[src/rtl/spi_pkg.sv]
// Shared SPI definitions: mode encodings, slave FSM state type and default word width.
package spi_pkg;

  // Mode encodings as {CPOL, CPHA}
  localparam logic [1:0] SPI_MODE0 = 2'b00;
  localparam logic [1:0] SPI_MODE1 = 2'b01;
  localparam logic [1:0] SPI_MODE2 = 2'b10;
  localparam logic [1:0] SPI_MODE3 = 2'b11;

  localparam int unsigned SPI_WIDTH = 8;

  typedef enum logic {
    IDLE,
    XFER
  } spi_state_t;

endpackage

[src/rtl/spi_sync_edge.sv]
// Two-flop synchroniser with a third register for rise/fall detection of the synced level.
module spi_sync_edge #(
  parameter bit ResetVal = 1'b0
) (
  input  logic clk,
  input  logic reset,
  input  logic d,
  output logic q,
  output logic rise,
  output logic fall
);

  logic [2:0] sync_q;

  always_ff @(posedge clk or negedge reset) begin
    if (!reset) begin
      sync_q <= {3{ResetVal}};
    end else begin
      sync_q <= {sync_q[1:0], d};
    end
  end

  assign q    = sync_q[1];
  assign rise = sync_q[1] & ~sync_q[2];
  assign fall = ~sync_q[1] & sync_q[2];

endmodule

[src/rtl/spi_slave_rx_tx.sv]
// SPI slave: oversampled sclk/cs_n/mosi, WIDTH-bit words in and out, single-entry tx buffer.
// Optional SPI_SLAVE_OVERRUN_EN adds rx_ack input and rx_overrun flag.
module spi_slave_rx_tx
  import spi_pkg::*;
#(
  parameter int unsigned WIDTH = SPI_WIDTH,
  parameter bit          CPOL  = 1'b0,
  parameter bit          CPHA  = 1'b0
) (
  input  logic             clk,
  input  logic             reset,
  input  logic             sclk,
  input  logic             cs_n,
  input  logic             mosi,
  output logic             miso,
  input  logic [WIDTH-1:0] tx_data,
  input  logic             tx_load,
  output logic             tx_ready,
  output logic [WIDTH-1:0] rx_data,
  output logic             rx_valid
`ifdef SPI_SLAVE_OVERRUN_EN
  ,
  input  logic             rx_ack,
  output logic             rx_overrun
`endif
);

  localparam int unsigned CntW = (WIDTH > 1) ? $clog2(WIDTH) : 1;

  logic sclk_s, sclk_rise, sclk_fall;
  logic cs_s, unused_cs_rise, cs_fall;
  logic mosi_s, unused_mosi_rise, unused_mosi_fall;
  logic unused_sclk_s;

  spi_sync_edge #(.ResetVal(CPOL)) u_sync_sclk (
    .clk  (clk),
    .reset(reset),
    .d    (sclk),
    .q    (sclk_s),
    .rise (sclk_rise),
    .fall (sclk_fall)
  );

  spi_sync_edge #(.ResetVal(1'b1)) u_sync_cs (
    .clk  (clk),
    .reset(reset),
    .d    (cs_n),
    .q    (cs_s),
    .rise (unused_cs_rise),
    .fall (cs_fall)
  );

  spi_sync_edge #(.ResetVal(1'b0)) u_sync_mosi (
    .clk  (clk),
    .reset(reset),
    .d    (mosi),
    .q    (mosi_s),
    .rise (unused_mosi_rise),
    .fall (unused_mosi_fall)
  );

  assign unused_sclk_s = sclk_s;

  spi_state_t       state_q, state_d;
  logic [CntW-1:0]  bit_cnt_q, bit_cnt_d;
  logic [WIDTH-1:0] rx_shift_q, rx_shift_d;
  logic [WIDTH-1:0] tx_shift_q, tx_shift_d;
  logic [WIDTH-1:0] tx_buf_q, tx_buf_d;
  logic             tx_ready_q, tx_ready_d;
  logic [WIDTH-1:0] rx_data_q, rx_data_d;
  logic             rx_valid_q;
  logic             sample_edge, shift_edge, word_done, load_shift;

  always_comb begin
    sample_edge = 1'b0;
    shift_edge  = 1'b0;
    unique case ({CPOL, CPHA})
      SPI_MODE0: begin sample_edge = sclk_rise; shift_edge = sclk_fall; end
      SPI_MODE1: begin sample_edge = sclk_fall; shift_edge = sclk_rise; end
      SPI_MODE2: begin sample_edge = sclk_fall; shift_edge = sclk_rise; end
      SPI_MODE3: begin sample_edge = sclk_rise; shift_edge = sclk_fall; end
    endcase
  end

  always_comb begin
    state_d    = state_q;
    bit_cnt_d  = bit_cnt_q;
    rx_shift_d = rx_shift_q;
    tx_shift_d = tx_shift_q;
    rx_data_d  = rx_data_q;
    tx_buf_d   = tx_buf_q;
    tx_ready_d = tx_ready_q;
    word_done  = 1'b0;
    load_shift = 1'b0;

    unique case (state_q)
      IDLE: begin
        // A sclk edge coincident with the cs_n fall is deliberately ignored.
        if (cs_fall) begin
          state_d    = XFER;
          load_shift = 1'b1;
          bit_cnt_d  = '0;
          rx_shift_d = '0;
        end
      end
      XFER: begin
        if (cs_s) begin
          state_d    = IDLE;
          bit_cnt_d  = '0;
          rx_shift_d = '0;
        end else if (sample_edge) begin
          rx_shift_d = {rx_shift_q[WIDTH-2:0], mosi_s};
          if (bit_cnt_q == CntW'(WIDTH - 1)) begin
            word_done  = 1'b1;
            load_shift = 1'b1;
            rx_data_d  = rx_shift_d;
            bit_cnt_d  = '0;
          end else begin
            bit_cnt_d = bit_cnt_q + 1'b1;
          end
        end else if (shift_edge && bit_cnt_q != '0) begin
          // A shift edge before the word's first sample keeps the MSB on miso.
          tx_shift_d = {tx_shift_q[WIDTH-2:0], 1'b0};
        end
      end
    endcase

    if (load_shift) begin
      tx_shift_d = tx_ready_q ? '0 : tx_buf_q;
      tx_ready_d = 1'b1;
      if (tx_load) begin
        tx_buf_d   = tx_data;
        tx_ready_d = 1'b0;
      end
    end else if (tx_load && tx_ready_q) begin
      tx_buf_d   = tx_data;
      tx_ready_d = 1'b0;
    end
  end

  always_ff @(posedge clk or negedge reset) begin
    if (!reset) begin
      state_q    <= IDLE;
      bit_cnt_q  <= '0;
      rx_shift_q <= '0;
      tx_shift_q <= '0;
      tx_buf_q   <= '0;
      tx_ready_q <= 1'b1;
      rx_data_q  <= '0;
      rx_valid_q <= 1'b0;
    end else begin
      state_q    <= state_d;
      bit_cnt_q  <= bit_cnt_d;
      rx_shift_q <= rx_shift_d;
      tx_shift_q <= tx_shift_d;
      tx_buf_q   <= tx_buf_d;
      tx_ready_q <= tx_ready_d;
      rx_data_q  <= rx_data_d;
      rx_valid_q <= word_done;
    end
  end

  assign miso     = (state_q == XFER) ? tx_shift_q[WIDTH-1] : 1'b0;
  assign tx_ready = tx_ready_q;
  assign rx_data  = rx_data_q;
  assign rx_valid = rx_valid_q;

`ifdef SPI_SLAVE_OVERRUN_EN
  logic unread_q, unread_d;
  logic overrun_q, overrun_d;

  always_comb begin
    unread_d  = unread_q;
    overrun_d = overrun_q;
    if (rx_ack) begin
      unread_d  = 1'b0;
      overrun_d = 1'b0;
    end
    if (word_done) begin
      if (unread_q && !rx_ack) overrun_d = 1'b1;
      unread_d = 1'b1;
    end
  end

  always_ff @(posedge clk or negedge reset) begin
    if (!reset) begin
      unread_q  <= 1'b0;
      overrun_q <= 1'b0;
    end else begin
      unread_q  <= unread_d;
      overrun_q <= overrun_d;
    end
  end

  assign rx_overrun = overrun_q;
`endif

endmodule

[config.mk]
export PLATFORM = sky130hd
export DESIGN_NAME = spi_slave_rx_tx
export DESIGN_NICKNAME = d
export VERILOG_FILES = /design/src/rtl/spi_pkg.sv /design/src/rtl/spi_sync_edge.sv /design/src/rtl/spi_slave_rx_tx.sv
export SDC_FILE = /design/constraint.sdc
export NUM_CORES = 1
export LEC_CHECK = 0
export ABC_AREA = 1
export CAP_MARGIN = 20
export CORE_MARGIN = 2
export CORE_UTILIZATION = 40
export CTS_CLUSTER_SIZE = 24
export DETAILED_ROUTE_END_ITERATION = 6
export PLACE_DENSITY = 0.65
export REMOVE_ABC_BUFFERS = 1
export SYNTH_ARGS = -nofsm -noshare
export SYNTH_HDL_FRONTEND = slang
export SYNTH_SLANG_ARGS = --single-unit
[constraint.sdc]
create_clock -name clk -period 2.8 [get_ports clk]
set_input_delay 0.28 -clock clk [delete_from_list [all_inputs] [get_ports clk]]
set_output_delay 0.28 -clock clk [all_outputs]
set_load 0.05 [all_outputs]
==> reports/qor.yml <==
status:
  status: "finished, final reports clean"
sta:
  clock_skew_ps: 4.99
  relSlewSlack_pct: 36.3
  worstMarginPinSlew_ps: 955
  post-route-period-util_pct: 71.9
  final.setup.tns_ps: 0
  fin_ws_ps: 787
  timing_hold_violations_final: 0
  max_freq_ghz: 0.497
  setup_viol: 0
  hold-worst-slack_ps: 144
  rsz0062_at_grt: "no"
  finalMaxSlewViolations: 0
  min_period_ps: 2010
worst_hold_path:
  hold_path.class: "primary input to async pin"
layout:
  syn_to_final_growth_pct: 18.6
  fin_area_um2: 2270
  antennaDiodeCount: 0
  drive_above_1_share_pct: 9.32
  nNetsFinal: 252
  utilization_pct: 48.7
  stdcell_count: 290
yosys:
  ys_ff_latch: 45
  syn_inst: 210
  ys_warn_count: 0
  yosysSeqAreaShare_pct: 59.1
  syn_area_um2: 1910
  synth_cell_types: 21
  avgSynthCellArea_um2: 9.12
setup_path:
  max_stage_delay_ps: 830
  path_delay_family: "buffers and inverters"
  path_class: "flop to output port"
  crit_path_start_kind: "flop"
  worstPathRequired_ps: 2520
  path_max_fanout: 10
  critPathBufInv: 1
  cp_slowest_cell: "clkdlybuf4s50_1"
  ff2ff_setup_slack_ps: 1080
  cp_cell_sequence: "clkdlybuf4s50_1"
  cp.arrival_ps: 1730
  end_kind: "output port"
grt:
  globalRoute.totalOverflow: 0
  grt_usage_pct: 13.9
  first_global_vias: 1251
  grt_max_degree: 46
  antenna_found_initial: 0
  grt_pass1_wl_mm: 5.75
clocking:
  cts_resized: 0
  cts_buffers: 5
  cts_setup_buffers: 0
  cts_buffer_depth: 2
  cts_tree: "built"
  clock-sinks: 45
  cts_hold_buf: 0
  path_clk_slew_ps: 80
  clkLatencyLatePin_ps: 280
  ctsHtreeMaxLevel: 2
  cts_root_buf: "clkbuf_8"
routing:
  wl_met3_um: 113
  met1_length_mm: 1.66
  num_vias: 1322
  routed.top_layer: "met4"
  postRouteAntennaNets: 0
  routed_via_density: 4.56
  first_iter_violations: 129
  routed_wl_mm: 3.19
  wire_per_inst_um: 11.0
  wl_met2_mm: 1.39
  drtPass1Iterations: 4
  drc_errors: 0
floorplan:
  dieHeight_um: 73.2
  dieArea_um2: 5360
  io_pins: 25
  core_area_um2: 4660
  dieWidth_um: 73.2
  start_util_pct: 41.1
  row_count: 25
power:
  cellLeakagePower_nw: 1.16
  fin_total_pwr_mw: 1.41
  ir_drop_uv: 369
  power_density_nw_per_um2: 621
run:
  drv_cap: 0
placement:
  place_area_um2: 2180
  gp_congestion: 0.851
  post-place-ws_ps: 1060
  port_buffers: 24
  place_hpwl_mm: 2.27
  dp.cells: 282
synth_stat cells, drive strengths merged:
master  count  area [um^2]
clkinv      1         5.00
dfstp       4          105
o22ai       5         31.3
nand3b      1         11.3
buf         5         32.5
o21ai      13         68.8
ha          3         37.5
inv        25         93.8
nand3      32          183
dfrtp      41         1030
clkbuf      1         3.75
nor2        9         41.3
nand2      70          275
cells by family after synthesis:
group	Yosys count	share of synthesized area (%)
adder cells (fa/ha/maj)	3	1.96
AO/OA/AOI/OAI	18	5.23
buffers and inverters	32	7.06
flip-flops	45	59.1
AND/OR/NAND/NOR	112	26.7
final timing paths:
check                                       from               endpoint  depth (start not counted)
setup / recovery                        tx_ready               tx_ready                          1
hold / removal                             reset               rx_valid                          1
setup reg to reg                    bit_cnt_q[0]          tx_shift_q[2]                          8
hold reg to reg            u_sync_sclk.sync_q[0]  u_sync_sclk.sync_q[1]                          0
max in group asynchronous                  reset           bit_cnt_q[1]                          1
min in group clk           u_sync_sclk.sync_q[0]  u_sync_sclk.sync_q[1]                          0
metal layers:
layer	up-vias	global-route usage, %
li1	714	-
met1	579	21.4
met2	27	19.4
met3	2	3.31
met4	0	4.32
met5	-	0
cell type report:
type / instances / area (um^2)
fill: 431 / 2390
sequential: 45 / 1130
multi-input combinational: 133 / 648
timing repair buffer: 24 / 235
inverter: 26 / 98.8
clock buffer: 8 / 90.1
tap: 54 / 67.6
where the power goes:
part	internal, mW	leakage (nW)	switching (mW)
logic	0.0934	0.534	0.133
registers	0.737	0.582	0.0530
clock network	0.201	0.0455	0.192
cell usage in the layout (no fill, tap or decap):
master            n
nor2_1            8
o21ai_0          12
dfrtp_1          41
nand2_4           1
nand2_2           2
nand3_4           1
clkdlybuf4s50_1  23
clkinv_2          1
buf_2             1
clkbuf_8          6
nand3_1          29
nand3b_2          1
clkbuf_1          2
inv_1            24
inv_2             1
o22ai_1           5
nand3_2           2
nor2_4            1
ha_1              3
nand2_1          67
dfstp_2           4
o21ai_2           1
sequential cells by signal, indices dropped and copies added (netlist names):
| register | count |
|---|---|
| bit_cnt_q | 3 |
| rx_data | 8 |
| rx_shift_q | 7 |
| rx_valid | 1 |
| state_q | 1 |
| tx_buf_q | 8 |
| tx_ready | 1 |
| tx_shift_q | 8 |
| u_sync_cs.sync_q | 3 |
| u_sync_mosi.sync_q | 2 |
| u_sync_sclk.sync_q | 3 |
Power figures use the tool's default switching activity.
